`src/rtl/dram_arb_pkg.sv`:
```
// rtl/dram_arb_pkg.sv - shared types and constants for the DRAM port arbiter
//
// Purpose: FSM state encoding, requester index map and DRAM word stride used
// by dram_port_arbiter and its testbench.
// Ports: none (package).

package dram_arb_pkg;

  typedef enum logic [0:0] {
    IDLE  = 1'b0,
    BURST = 1'b1
  } arb_state_e;

  // Requester slots on the shared DRAM port.
  localparam int REQ_IFMAP  = 0;
  localparam int REQ_FILTER = 1;
  localparam int REQ_BIAS   = 2;
  localparam int REQ_OPSUM  = 3;

  // Byte distance between consecutive 32-bit beats.
  localparam int WORD_BYTES = 4;

endpackage

```
`src/rtl/dram_port_arbiter_rr_arbiter.sv`:
```
// rtl/dram_port_arbiter_rr_arbiter.sv - combinational round-robin pick
//
// Purpose: given the request vector and the index of the last winner, returns
// the first requester found searching upward from ptr+1 (wrapping at N).
// Shared with the GLB bank arbiter, so it holds no state of its own.
// Ports:
//   req        in  N      request levels
//   ptr        in  IDX_W  index of the previous winner
//   grant      out N      one-hot winner (all zero when no request)
//   grant_idx  out IDX_W  binary index of the winner
//   any        out 1      at least one request is present

module rr_arbiter #(
  parameter int N     = 4,
  parameter int IDX_W = (N > 1) ? $clog2(N) : 1
) (
  input  logic [N-1:0]     req,
  input  logic [IDX_W-1:0] ptr,
  output logic [N-1:0]     grant,
  output logic [IDX_W-1:0] grant_idx,
  output logic             any
);

  int idx;

  // Walk N positions starting just after ptr; the wrap to ptr itself comes
  // last, so the previous winner only wins again when nobody else asks.
  always_comb begin
    grant     = '0;
    grant_idx = '0;
    any       = 1'b0;
    idx       = 0;
    for (int i = 1; i <= N; i++) begin
      idx = (int'(ptr) + i) % N;
      if (!any && req[IDX_W'(idx)]) begin
        any                = 1'b1;
        grant[IDX_W'(idx)] = 1'b1;
        grant_idx          = IDX_W'(idx);
      end
    end
  end

endmodule

```
`src/rtl/dram_port_arbiter.sv`:
```
// rtl/dram_port_arbiter.sv - round-robin burst arbiter for the shared DLA DRAM port
//
// Purpose: shares one word-wide DRAM port between the ifmap, filter and bias
// loaders and the opsum writer. A granted burst owns the port until its last
// beat; the next owner is chosen round-robin after one arbitration cycle.
// Optional macro: DRAM_ARB_PERF_EN enables the saturating BURST-cycle counter
// on perf_busy_cycles; otherwise that output is tied to zero.
// Ports:
//   clk, rst          clock, asynchronous active-low reset
//   req/req_we        per-requester burst request level and direction
//   req_addr/req_len  per-requester byte base address and beat count
//   req_wdata         per-requester current write word
//   gnt               one-cycle burst-accepted pulse
//   beat_ready        beat issued this cycle (writer advances next cycle)
//   rvalid/rdata      read return, tagged to the owner that issued the beat
//   dram_*            registered DRAM pins; dram_r_data is the read return
//   perf_busy_cycles  BURST cycle count (macro-enabled)

module dram_port_arbiter
  import dram_arb_pkg::*;
#(
  parameter int N_REQ      = 4,
  parameter int ADDR_WIDTH = 32,
  parameter int DATA_WIDTH = 32,
  parameter int LEN_WIDTH  = 12
) (
  input  logic                        clk,
  input  logic                        rst,
  input  logic [N_REQ-1:0]            req,
  input  logic [N_REQ-1:0]            req_we,
  input  logic [N_REQ*ADDR_WIDTH-1:0] req_addr,
  input  logic [N_REQ*LEN_WIDTH-1:0]  req_len,
  input  logic [N_REQ*DATA_WIDTH-1:0] req_wdata,
  output logic [N_REQ-1:0]            gnt,
  output logic [N_REQ-1:0]            beat_ready,
  output logic [N_REQ-1:0]            rvalid,
  output logic [DATA_WIDTH-1:0]       rdata,
  output logic                        dram_we,
  output logic [ADDR_WIDTH-1:0]       dram_addr,
  output logic [DATA_WIDTH-1:0]       dram_w_data,
  input  logic [DATA_WIDTH-1:0]       dram_r_data,
  output logic [31:0]                 perf_busy_cycles
);

  localparam int IDX_W = (N_REQ > 1) ? $clog2(N_REQ) : 1;

  arb_state_e state, state_nxt;

  logic [IDX_W-1:0]      ptr;
  logic [IDX_W-1:0]      owner;
  logic [IDX_W-1:0]      win_idx;
  logic [N_REQ-1:0]      win;
  logic                  win_any;

  logic [ADDR_WIDTH-1:0] base;
  logic [LEN_WIDTH-1:0]  len;
  logic [LEN_WIDTH-1:0]  beat;
  logic                  we;
  logic                  last_beat;

  // First stage of the read-return tag pipeline; rvalid is the second stage.
  logic                  s1_valid;
  logic [IDX_W-1:0]      s1_owner;

  logic [ADDR_WIDTH-1:0] addr_arr  [N_REQ];
  logic [LEN_WIDTH-1:0]  len_arr   [N_REQ];
  logic [DATA_WIDTH-1:0] wdata_arr [N_REQ];

  for (genvar g = 0; g < N_REQ; g++) begin : g_unpack
    assign addr_arr[g]  = req_addr[g*ADDR_WIDTH +: ADDR_WIDTH];
    assign len_arr[g]   = req_len[g*LEN_WIDTH +: LEN_WIDTH];
    assign wdata_arr[g] = req_wdata[g*DATA_WIDTH +: DATA_WIDTH];
  end

  rr_arbiter #(
    .N     (N_REQ),
    .IDX_W (IDX_W)
  ) u_rr (
    .req       (req),
    .ptr       (ptr),
    .grant     (win),
    .grant_idx (win_idx),
    .any       (win_any)
  );

  assign last_beat = (beat == len - 1'b1);
  assign rdata     = dram_r_data;

  always_ff @(posedge clk or negedge rst) begin
    if (!rst) begin
      state <= IDLE;
    end else begin
      state <= state_nxt;
    end
  end

  // gnt is combinational so a zero-length burst can be acknowledged and
  // dropped in the same IDLE cycle without being granted twice.
  always_comb begin
    state_nxt  = state;
    gnt        = '0;
    beat_ready = '0;
    case (state)
      IDLE: begin
        if (win_any) begin
          gnt = win;
          if (len_arr[win_idx] != '0) begin
            state_nxt = BURST;
          end
        end
      end
      BURST: begin
        beat_ready[owner] = 1'b1;
        if (last_beat) begin
          state_nxt = IDLE;
        end
      end
      default: state_nxt = IDLE;
    endcase
  end

  always_ff @(posedge clk or negedge rst) begin
    if (!rst) begin
      ptr         <= IDX_W'(N_REQ - 1);
      owner       <= '0;
      base        <= '0;
      len         <= '0;
      beat        <= '0;
      we          <= 1'b0;
      dram_we     <= 1'b0;
      dram_addr   <= '0;
      dram_w_data <= '0;
      s1_valid    <= 1'b0;
      s1_owner    <= '0;
      rvalid      <= '0;
    end else begin
      case (state)
        IDLE: begin
          dram_we <= 1'b0;
          if (win_any) begin
            owner <= win_idx;
            ptr   <= win_idx;
            base  <= addr_arr[win_idx];
            len   <= len_arr[win_idx];
            we    <= req_we[win_idx];
            beat  <= '0;
          end
        end
        BURST: begin
          dram_addr <= base + ADDR_WIDTH'(beat) * ADDR_WIDTH'(WORD_BYTES);
          dram_we   <= we;
          if (we) begin
            dram_w_data <= wdata_arr[owner];
          end
          beat <= beat + 1'b1;
        end
        default: dram_we <= 1'b0;
      endcase

      // The tag travels with the beat, so a read return from the previous
      // burst is still credited correctly while the next burst starts.
      s1_valid <= (state == BURST) && !we;
      s1_owner <= owner;
      rvalid   <= s1_valid ? (N_REQ'(1) << s1_owner) : '0;
    end
  end

`ifdef DRAM_ARB_PERF_EN
  logic [31:0] busy_cnt;

  always_ff @(posedge clk or negedge rst) begin
    if (!rst) begin
      busy_cnt <= '0;
    end else if (state == BURST && busy_cnt != 32'hFFFF_FFFF) begin
      busy_cnt <= busy_cnt + 32'd1;
    end
  end

  assign perf_busy_cycles = busy_cnt;
`else
  assign perf_busy_cycles = '0;
`endif

endmodule

```
`config.mk`:
```
export PLATFORM = sky130hd
export DESIGN_NAME = dram_port_arbiter
export DESIGN_NICKNAME = d
export VERILOG_FILES = /design/src/rtl/dram_arb_pkg.sv /design/src/rtl/dram_port_arbiter_rr_arbiter.sv /design/src/rtl/dram_port_arbiter.sv
export SDC_FILE = /design/constraint.sdc
export NUM_CORES = 1
export LEC_CHECK = 0
export CORE_AREA = 2 2 189 191
export CTS_BUF_LIST = sky130_fd_sc_hd__clkbuf_16
export DETAILED_ROUTE_END_ITERATION = 10
export DIE_AREA = 0 0 191 193
export MAX_ROUTING_LAYER = met4
export PLACE_DENSITY_LB_ADDON = 0.3
export REMOVE_ABC_BUFFERS = 1
export SETUP_SLACK_MARGIN = 0.1
export SLEW_MARGIN = 20
export SYNTH_ARGS = -nofsm -noshare
export SYNTH_HDL_FRONTEND = slang
export SYNTH_SLANG_ARGS = --single-unit
```
`constraint.sdc`:
```
create_clock -name clk -period 8.4 [get_ports clk]
set_input_delay 0.84 -clock clk [delete_from_list [all_inputs] [get_ports clk]]
set_output_delay 0.84 -clock clk [all_outputs]
set_load 0.02 [all_outputs]
```
Word level (Yosys, flattened, before mapping)

Index checks and enable logic that the tools add are counted.

Logic and storage cells: 114
Output and inout bits: 141
Register bits after elaboration: 134

Order comparisons: 13
Muxes and demuxes: 56
Bitwise gates (word level): 6
Equal/unequal tests: 2
Reduce and logical (&&, ||, !) cells: 16
$add $sub $neg: 7
Shift operators: 1

Operators by type and width:

| operator                                                                             | number |
|---|---|
| 32-bit binary-select mux with 2-bit select                                           | 2 |
| 32-bit two-way mux                                                                   | 4 |
| 12-bit two-way mux                                                                   | 3 |
| 32-bit by 14-bit adder with 32-bit output                                            | 1 |
| 4-bit two-way mux                                                                    | 8 |
| 12-bit binary-select mux with 2-bit select                                           | 1 |
| 12-bit one-hot mux with 2 select lines                                               | 1 |
| 1-bit two-way mux                                                                    | 21 |
| 2-bit by 4-bit < comparator with 1-bit output (second input constant)                | 4 |
| 12-bit by 1-bit adder with 12-bit output (second input constant)                     | 1 |
| 12-bit equality test                                                                 | 1 |
| 4-bit bitwise OR                                                                     | 3 |
| 12-bit nonzero test                                                                  | 1 |
| 12-bit by 1-bit subtractor with 12-bit output (second input constant)                | 1 |
| 1-bit binary-select mux with 2-bit select                                            | 5 |
| 1-bit demux with 2-bit select                                                        | 5 |
| 2-bit by 1-bit greater-or-equal comparator with 1-bit output (second input constant) | 5 |
| 1-bit logical AND                                                                    | 9 |
| 2-bit two-way mux                                                                    | 4 |
| 3-bit greater-or-equal comparator (second input constant)                            | 2 |
| 2-bit by 3-bit < comparator with 1-bit output (second input constant)                | 2 |
| 2-bit inverter with 3-bit output                                                     | 2 |
| 2-bit by 1-bit adder with 2-bit output (second input constant)                       | 2 |
| 2-bit adder (second input constant)                                                  | 2 |
| other kinds (6)                                                                      | 11 |

Depth between registers and ports, before layout

Gate-level depths: netlist of the first run.

Depth in word-level cells: 22
Mapped depth: 16
Mapped depth without buffers: 11

Hierarchy

A second synthesis of the first run with hierarchy kept.

Cell total of the unflattened synthesis: 898
Area total of the unflattened synthesis: 9,439.1 µm²

Modules (own cells, without submodules):

| module            | times used | cells each | area each (µm²) |
|---|---|---|---|
| dram_port_arbiter | 1          | 814        | 8,811.0 |
| rr_arbiter        | 1          | 84         | 628.1 |

Worst setup path after synthesis of the first run

Ideal clock, no wire load.

Path type: flip-flop to output port
Start point: register ptr[0]
End point: output gnt[0]
Arrival: 3,463 ps
Cell stages (with the launch flop): 13
Path slack: 4,097 ps
Data required time: 7,560 ps
Path through: dfstp_2 buf_6 clkbuf_1 inv_1 ha_1 clkbuf_1 mux4_2 or3_4 nor2_1 or2_2 clkbuf_1 clkbuf_1 nor2_1

Cells in the longest elaborated chain, start to end: 16
Elaborated cells on any way between the ends: 55
Those cells by class: add/sub: 4; order compare: 8; mux: 30; bitwise: 3; reduce/logical: 10

RTL lines:

| what                                                                                   | RTL line                 | RTL |
|---|---|---|
| start, declared                                                                        | dram_port_arbiter.sv:49  | `logic [IDX_W-1:0] ptr;` |
| start signal, assigned                                                                 | dram_port_arbiter.sv:124 | `ptr <= IDX_W'(N_REQ - 1);` |
| start signal, assigned                                                                 | dram_port_arbiter.sv:142 | `ptr <= win_idx;` |
| branches (longest 14 deep; another with 2-bit by 4-bit < comparator with 1-bit output) | -                        |  |
| 4-bit two-way mux (*)                                                                  | dram_port_arbiter.sv:105 | `if (win_any) begin` |
| 4-bit two-way mux (*)                                                                  | dram_port_arbiter.sv:103 | `case (state)` |
| end, declared                                                                          | dram_port_arbiter.sv:34  | `output logic [N_REQ-1:0] gnt,` |

Mark *: on every way between the ends. The select of a mux whose other input is x is not followed.

Worst setup path after layout of the first run

Ends and elaborated chain as after synthesis.

==> results.cfg, run 1 <==
[run_status]
status = finished clean

[yosys]
synth_top_area_share_pct = 35.2
synth_edf_count = 0
syn_inst = 1062
yosysTopAreaCell = dfrtp_1
ys_seq_area_share_pct = 35.7
ys_warn_count = 0
synth_area_per_cell_um2 = 8.84
synthTopCellsByArea = dfrtp_1 (35%), mux4_2 (8.6%), nor2_1 (6.0%), mux2_2 (5.9%), o21ai_0 (5.3%)
ys_async_sr_fraction_pct = 100
synthFlopType = dfrtp_1
ys_types = 58
netlist_area_um2 = 9390
synth-seq-cells = 134

[placement]
hpwl_um = 26000
portBuffers = 390
place.gp.congestion = 0.823
place_ws_ns = 3.28

[clock_tree]
clockBufferDepth = 2
post-cts-setup-buffer-count = 0
clkSlewWorstSetupHoldPaths_ns = 0.07
cts-root-buf = clkbuf_16
clkLatencyLatePin_ns = 0.43
cts_tree = done
htreeDepth = 4
holdBufCountCts = 0
cts_sinks = 134
numCtsBuffers = 17
cts.repair.resized = 0

[timing]
finalSetupViolCount = 0
finalHoldViolations = 0
rsz0062_at_grt = no
tightestPinTransition_ns = 1.03
max_slew_margin_pct = 31.6
fin_crit_ns = 5.31
skew_ns = 0.0138
max_freq_ghz = 0.188
fin_ws_ns = 3.09
fin_crit_sh_pct = 63.2
fin_setup_tns_ns = 0
hold_slack_ns = 0.381
slew_viol_final = 0

[global_routing]
grt_max_degree = 101
track_usage_pct = 18.1
grt_pass1_vias = 8577
grt-ovfl-total = 0
antenna_found_initial = 1
grt_pass1_wl_um = 49300

[power]
ir_drop_mv = 0.212
powerDensity_nw_per_um2 = 401
power.leakage_nw = 5.77
power_mw = 5.58

[drt]
via_count = 8819
viasPerCell = 4.77
wl_um = 33600
first_pass_iters = 7
ant_nets = 0
drt-initial-drc-count = 382
avgRoutedWirePerCell_um = 18.2
drc = 0

[setup_path]
cp.arrival_ns = 4.47
start_kind = flip-flop
slowest_delay_ns = 0.81
path_cells = inv_1, ha_1, mux4_2, or3_4, nor2_1, or2_4, nor2_1, clkdlybuf4s50_1
required_ns = 7.56
critPathMostFrequentCell = nor2_1
worst-path-max-fanout = 100
endpoint_kind = output port
worst-setup-path-type = reg -> out
cpMaxStageDelayCell = dfstp_2

[finish]
final_common_cell = clkdlybuf4s50_1
antenna_cells = 0
fillCellCount = 3520
utilization_pct = 39.8
nets = 1745
final_layout_size_suffix_gt1_share_pct = 10.3
syn2layout_area_growth_pct = 48.4
layout_common_cells = clkdlybuf4s50_1 (389), nor2_1 (149), nand2_1 (129), dfrtp_1 (129), o21ai_0 (99)

[die]
die_area_um2 = 36900
die_h_um = 193
start_util_pct = 26.8
pin_count = 487
placeableCoreArea_um2 = 35000
die_x_um = 191
rows = 69

[worst_hold_path]
hp-class = in -> async

[run]
max_cap_viol_count = 0
==> where the power goes <==
group | switching (mW) | internal, mW | leakage (nW) | total, mW
Combinational | 1.89 | 1.58 | 3.87 | 3.47
Clock | 0.317 | 0.500 | 0.306 | 0.817
Sequential | 0.312 | 0.987 | 1.60 | 1.30
==> cells in the mapped netlist, types with 2 or more instances <==
master	instances
nor4_1	4
a22oi_1	2
nand2_1	130
and3_1	21
or3_4	2
inv_1	13
a221oi_1	3
mux2i_1	7
nand3b_1	2
ha_1	22
a31oi_1	3
nor3b_1	2
and4_1	13
buf_1	8
clkbuf_1	46
nor3_1	3
mux2_2	49
o21ai_1	5
or3_1	3
nor2_1	149
buf_6	2
a21oi_1	51
nand4_1	7
dfrtp_1	132
xnor2_1	15
xor2_1	27
o2111ai_1	2
nand2b_1	3
a21o_1	13
buf_2	15
o211ai_1	5
o21a_1	5
or2_2	2
o21ai_0	99
dfstp_2	2
o31ai_1	3
mux4_2	36
nand3_1	58
buf_4	65
a222oi_1	10
nor2b_1	6
==> through the flow <==
stage / instance area (um2) / instances
final: 13900 / 1850
after global routing: 13900 / 1850
after CTS: 13900 / 1850
after detailed placement: 13300 / 1818
after global placement: 13300 / 1818
after floorplan: 8720 / 957
==> metal layers <==
metal,wire length (um),global-route usage (%)
met5,0,-
met4,420,4.41
met3,2740,5.10
met2,16600,30.3
met1,13900,21.5
==> worst max-delay path: cells and delay by family (launching register included) <==
family	cells	cell delay, ns
adders and majority gates	1	0.52
and+or+nand+nor	4	1.48
DFF	1	0.81
buffers and inverters	2	0.80
muxes	1	0.43
==> area by class of cell <==
cell class | count | area, um2 | share of cell area (%)
tap | 461 | 577 | 4.14
sequential | 134 | 3360 | 24.1
clock buffer | 17 | 425 | 3.05
timing repair buffer | 400 | 3980 | 28.6
clock inverter | 15 | 201 | 1.45
inverter | 13 | 48.8 | 0.350
multi-input combinational | 810 | 5340 | 38.3
==> cells by family (layout without fill, tap and decap cells) <==
kind of cell	after synthesis	in the layout	synth area share [%]
AO/OA/AOI/OAI	213	213	13.4
XOR/XNOR	42	42	3.92
adder cells (fa/ha/maj)	23	23	3.15
buffers and inverters	149	445	8.92
flip-flops	134	134	35.7
multiplexers	92	92	15.3
other	1	32	0.0399
AND/OR/NAND/NOR	408	408	19.6
==> flip-flops by register name, indices dropped and copies added (netlist names) <==
register	count
s1_valid	1
owner	2
we	1
s1_owner	2
beat	12
len	12
base	32
rvalid	4
dram_we	1
ptr	2
dram_w_data	32
state	1
dram_addr	32
==> final timing paths <==
path	start	endpoint	slack, ns	cells after the start
max	ptr[0]$_DFFE_PN1P_	gnt[0]	3.09	8
min	rst	dram_w_data[21]$_DFFE_PN0P_	0.38	1
max reg2reg	ptr[0]$_DFFE_PN1P_	state$_DFF_PN0_	3.48	12
min reg2reg	we$_DFFE_PN0P_	s1_valid$_DFF_PN0_	0.45	1
max in group asynchronous	rst	state$_DFF_PN0_	6.84	2
min in group clk	we$_DFFE_PN0P_	s1_valid$_DFF_PN0_	0.45	1
Note: power is estimated with default switching activity, not from simulation.
==> run 2, diff against run 1 <==
Settings changed: CORE_AREA 2 2 189 191 to 2 2 188 190, DIE_AREA 0 0 191 193 to 0 0 190 192.
Clock period 8.4 ns to 4.3 ns, I/O delays scaled along.
==> run 2 against run 1 <==
Effect of this change:
- clock skew increased by 0.0014 ns
- largest cell class unchanged
- sequential cell count is the same
- clock power up 87%
==> results.cfg, run 2 (synthesis results as in run 1) <==
[run_status]
status = finished clean

[global_routing]
grt_pass1_vias = 8755
grt_max_degree = 89
grt-ovfl-total = 0
antenna_found_initial = 4
grt_pass1_wl_um = 50700
track_usage_pct = 18.7

[timing]
finalSetupViolCount = 0
finalHoldViolations = 0
tightestPinTransition_ns = 0.984
max_slew_margin_pct = 34.4
max_freq_ghz = 0.250
fin_crit_sh_pct = 93.2
slew_viol_final = 0
fin_crit_ns = 4.01
hold_slack_ns = 0.0638
skew_ns = 0.0152
rsz0062_at_grt = no

[drt]
via_count = 8899
avgRoutedWirePerCell_um = 18.7
wl_um = 34700
drt-initial-drc-count = 446
drc = 0
first_pass_iters = 6
viasPerCell = 4.80
ant_nets = 0

[clock_tree]
cts_sinks = 134
holdBufCountCts = 0
clkSlewWorstSetupHoldPaths_ns = 0.07
htreeDepth = 4
clkLatencyLatePin_ns = 0.42
cts_tree = done
cts-root-buf = clkbuf_16
clockBufferDepth = 2
numCtsBuffers = 17

[die]
pin_count = 487
die_x_um = 190
die_area_um2 = 36500
die_h_um = 192
start_util_pct = 27.4
placeableCoreArea_um2 = 34300
rows = 68

[run]
max_cap_viol_count = 0

[setup_path]
endpoint_kind = output port
worst-setup-path-type = reg -> out
cp.arrival_ns = 3.58
required_ns = 3.87
slowest_delay_ns = 0.65
worst-path-max-fanout = 11
cpMaxStageDelayCell = dfstp_2
path_buf_inv = 2
start_kind = flip-flop
path_cells = inv_1, ha_4, mux4_2, or3_4, nor2_2, or2_4, nor2_1, clkdlybuf4s50_1
critPathTopFamily = simple AND/OR/NAND/NOR gates

[placement]
portBuffers = 390
hpwl_um = 26800
place.gp.congestion = 0.866

[finish]
final_layout_size_suffix_gt1_share_pct = 10.9
syn2layout_area_growth_pct = 49.0
utilization_pct = 40.8
layout_common_cells = clkdlybuf4s50_1 (389), nor2_1 (148), nand2_1 (129), dfrtp_1 (129), o21ai_0 (99)
final_common_cell = clkdlybuf4s50_1
top_regs = base: 32 flops, dram_addr: 32 flops, dram_w_data: 32 flops
nets = 1753

[power]
powerDensity_nw_per_um2 = 784
ir_drop_mv = 0.689
power.leakage_nw = 5.79

[worst_hold_path]
hp-class = in -> async
==> run 2: layer usage <==
| metal | track usage [%] | vias up | part of all wire, % |
|---|---|---|---|
| met3 | 5.02 | 22 | 7.6 |
| met5 | - | - | 0 |
| met4 | 4.32 | 0 | 1.2 |
| met2 | 32.5 | 367 | 51 |
| li1 | - | 4301 | - |
| met1 | 21.6 | 4209 | 41 |
==> run 2: worst paths after layout <==
kind | from | endpoint | slack, ns | cells after the start
setup / recovery | ptr[1]$_DFFE_PN1P_ | gnt[0] | 0.29 | 8
hold / removal | rst | dram_w_data[20]$_DFFE_PN0P_ | 0.06 | 1
setup reg to reg | ptr[1]$_DFFE_PN1P_ | base[13]$_DFFE_PN0P_ | 0.57 | 11
hold reg to reg | we$_DFFE_PN0P_ | s1_valid$_DFF_PN0_ | 0.46 | 1
max in group asynchronous | rst | base[5]$_DFFE_PN0P_ | 3.19 | 2
min in group clk | we$_DFFE_PN0P_ | s1_valid$_DFF_PN0_ | 0.46 | 1
==> run 2: layout make-up <==
class / instances / area [um2]
antenna: 3 / 7.51
clock buffer: 17 / 425
clock inverter: 14 / 175
fill: 3335 / 20300
inverter: 13 / 48.8
multi-input combinational: 811 / 5360
sequential: 134 / 3360
tap: 455 / 569
timing repair buffer: 407 / 4050
==> run 2: what timing repair did <==
item,in CTS,in global routing
gates resized for setup,0,3
endpoints found under the setup margin,0,21
setup buffers,0,0
==> run 2: stage by stage <==
stage / cell area [um2] / instances / TNS, ns / total power [mW] / worst slack [ns]
final: 14000 / 1854 / 0 / 11.0 / 0.293
after global routing: 14000 / 1854 / 0 / 12.0 / 0.0992
after CTS: 14000 / 1850 / 0 / 11.1 / 0.125
after detailed placement: 13400 / 1819 / 0 / 9.51 / 0.401
after global placement: 13400 / 1819 / 0 / 9.40 / 0.595
after floorplan: 8720 / 957 / -66.41 / 7.03 / -1.88
==> run 2: report_power, final <==
group	total (mW)	internal, mW	switching (mW)
logic	6.81	3.19	3.62
registers	2.63	1.92	0.701
clock network	1.53	0.916	0.619
total	11.0	6.03	4.94
==> run 3, diff against run 2 <==
Settings changed: ABC_AREA set to 1, CORE_AREA 2 2 188 190 to 2 2 189 191, DIE_AREA 0 0 190 192 to 0 0 191 193.
==> run 3 against run 2 <==
Effect of this change:
- synthesized area down 2.3%
- first-iteration DRC count up 20%
- core utilization down 1.5 points
- critical path depth up 5
- critical endpoint is now gnt[1]
- clock-buffer cell count unchanged
- worst setup slack better by 0.060 ns
- worst hold slack worse by 0.032 ns
- clock skew up 0.0057 ns
==> results.cfg, run 3 <==
[timing]
fin_setup_tns_ns = 0
finalSetupViolCount = 0
tightestPinTransition_ns = 0.969
fin_crit_ns = 3.95
fin_crit_sh_pct = 91.8
finalHoldViolations = 0
skew_ns = 0.0209
max_slew_margin_pct = 35.3
max_freq_ghz = 0.253
slew_viol_final = 0
hold_slack_ns = 0.0313
rsz0062_at_grt = no

[yosys]
synth_edf_count = 0
synth_compound_area_share_pct = 17.6
ys_warn_count = 0
yosysTopAreaCell = dfrtp_1
synth_top_area_share_pct = 36.0
synth-simple-area-share_pct = 27.9
synth_area_per_cell_um2 = 7.41
ys_top_cells_by_count = nand2_1 (328), nor2_1 (141), dfrtp_1 (132)
synth_fa_ha_area_share_pct = 3.22
synthFlopType = dfrtp_1
syn_inst = 1238
synth-seq-cells = 134
synthMuxAreaShare_pct = 0
synth_xor_area_share_pct = 4.11
ys_async_sr_fraction_pct = 100
synthTopCellsByArea = dfrtp_1 (36%), nand2_1 (13%), nor2_1 (5.8%), buf_4 (5.6%), o21ai_0 (3.8%)
netlist_area_um2 = 9170
ys_seq_area_share_pct = 36.6
synth_top_family_by_area = simple AND/OR/NAND/NOR gates
ys_types = 50
yosysMostFrequentCell = nand2_1

[global_routing]
grt_pass1_vias = 9472
grt-ovfl-total = 0
track_usage_pct = 21.0
grt_pass1_wl_um = 56000
grt_max_degree = 91
antenna_found_initial = 5

[die]
die_x_um = 191
pin_count = 487
start_util_pct = 26.2
die_area_um2 = 36900
rows = 69
die_h_um = 193
placeableCoreArea_um2 = 35000

[setup_path]
worst-setup-path-type = reg -> out
worst-path-max-fanout = 10
cp.arrival_ns = 3.52
endpoint_kind = output port
required_ns = 3.87
start_kind = flip-flop

[clock_tree]
clkSlewWorstSetupHoldPaths_ns = 0.06
cts-root-buf = clkbuf_16
holdBufCountCts = 0
clockBufferDepth = 2
cts_tree = done
numCtsBuffers = 17
clkLatencyLatePin_ns = 0.44
htreeDepth = 4
cts_sinks = 134

[drt]
drc = 0
ant_nets = 0
viasPerCell = 4.78
avgRoutedWirePerCell_um = 18.8
drt-initial-drc-count = 533
via_count = 9770
first_pass_iters = 5
wl_um = 38400

[finish]
fillCellCount = 3595
final_common_cell = clkdlybuf4s50_1
final_layout_size_suffix_gt1_share_pct = 4.82
layout_common_cells = clkdlybuf4s50_1 (389), nand2_1 (327), nor2_1 (138)
design_area_um2 = 13800
instances_no_fill = 2042
syn2layout_area_growth_pct = 49.9
nets = 1933
top_regs = base: 32 flops, dram_addr: 32 flops, dram_w_data: 32 flops

[worst_hold_path]
hp-class = in -> async

[run_status]
status = finished clean

[placement]
place.gp.congestion = 0.854
dp.cells = 2006
hpwl_um = 29800
placed_area_um2 = 13100
portBuffers = 390

[power]
ir_drop_mv = 0.266
powerDensity_nw_per_um2 = 245
power.leakage_nw = 5.74

[run]
max_cap_viol_count = 0
run 3: changes by cell type after synthesis, sizes merged, moves of 20 or more:
cell,change
a22oi,+25
mux4,-36
a31oi,+24
inv,+36
nand2,+203
a21oi,-30
and3,-20
nand4,+36
o21bai,+20
mux2,-49
run 3: layout make-up:
cell class	instances	area, um2	share of cell area (%)
timing repair buffer	406	4030	29.3
sequential	134	3360	24.4
multi-input combinational	955	4970	36.1
clock buffer	17	425	3.09
inverter	50	188	1.36
tap	461	577	4.19
clock inverter	15	200	1.46
antenna	4	10.0	0.0728
run 3: what timing repair did:
item	4_1_cts	5_1_grt
buffers inserted	0	0
resized for setup	0	1
endpoints found under the setup margin	0	4
run 3: final timing paths:
kind,start,slack (ns),depth (start not counted),to
max,ptr[0]$_DFFE_PN1P_,0.35,13,gnt[1]
min,rst,0.03,1,rvalid[3]$_DFF_PN0_
max reg2reg,ptr[0]$_DFFE_PN1P_,0.63,17,state$_DFF_PN0_
min reg2reg,s1_owner[1]$_DFF_PN0_,0.47,1,rvalid[0]$_DFF_PN0_
max in group asynchronous,rst,3.27,2,ptr[0]$_DFFE_PN1P_
min in group clk,s1_owner[1]$_DFF_PN0_,0.47,1,rvalid[0]$_DFF_PN0_
run 3: worst max-delay path, stage by stage, from the launching register on:
cell	delay (ns)
dfstp_2	0.64
inv_2	0.13
ha_2	0.43
inv_2	0.08
nand3_1	0.12
nand2_2	0.14
nor2_4	0.21
nand2_2	0.09
nor2_1	0.20
inv_1	0.10
o211ai_1	0.18
nand2_1	0.08
inv_1	0.08
clkdlybuf4s50_1	0.61
run 3: metal layers:
metal / track usage (%) / vias up / wire, um
met5: - / - / 0
met4: 5.93 / 0 / 709
met3: 7.55 / 41 / 3500
met2: 34.3 / 411 / 18100
met1: 24.3 / 4537 / 16100
li1: - / 4781 / -
run 3: kinds of logic after synthesis:
| family | count (synthesis) |
|---|---|
| buffers and inverters | 180 |
| AO/OA/AOI/OAI | 251 |
| XOR/XNOR | 43 |
| flip-flops | 134 |
| adder cells (fa/ha/maj) | 23 |
| other | 1 |
| AND/OR/NAND/NOR | 606 |
run 3: report_power, final:
part	switching, mW	internal [mW]
registers	0	1.26
clock network	0.622	0.973
logic	0.214	0.304
run 3: stage by stage:
| stage | power (mW) | setup slack, ns | utilization [%] |
|---|---|---|---|
| floorplan | 1.43 | -0.0184 | - |
| global placement | 1.80 | 0.669 | 37.5 |
| detailed placement | 1.80 | 0.555 | 37.5 |
| CTS | 3.41 | 0.281 | 39.3 |
| global route | 3.51 | 0.106 | 39.3 |
| finish | 3.37 | 0.353 | 39.3 |
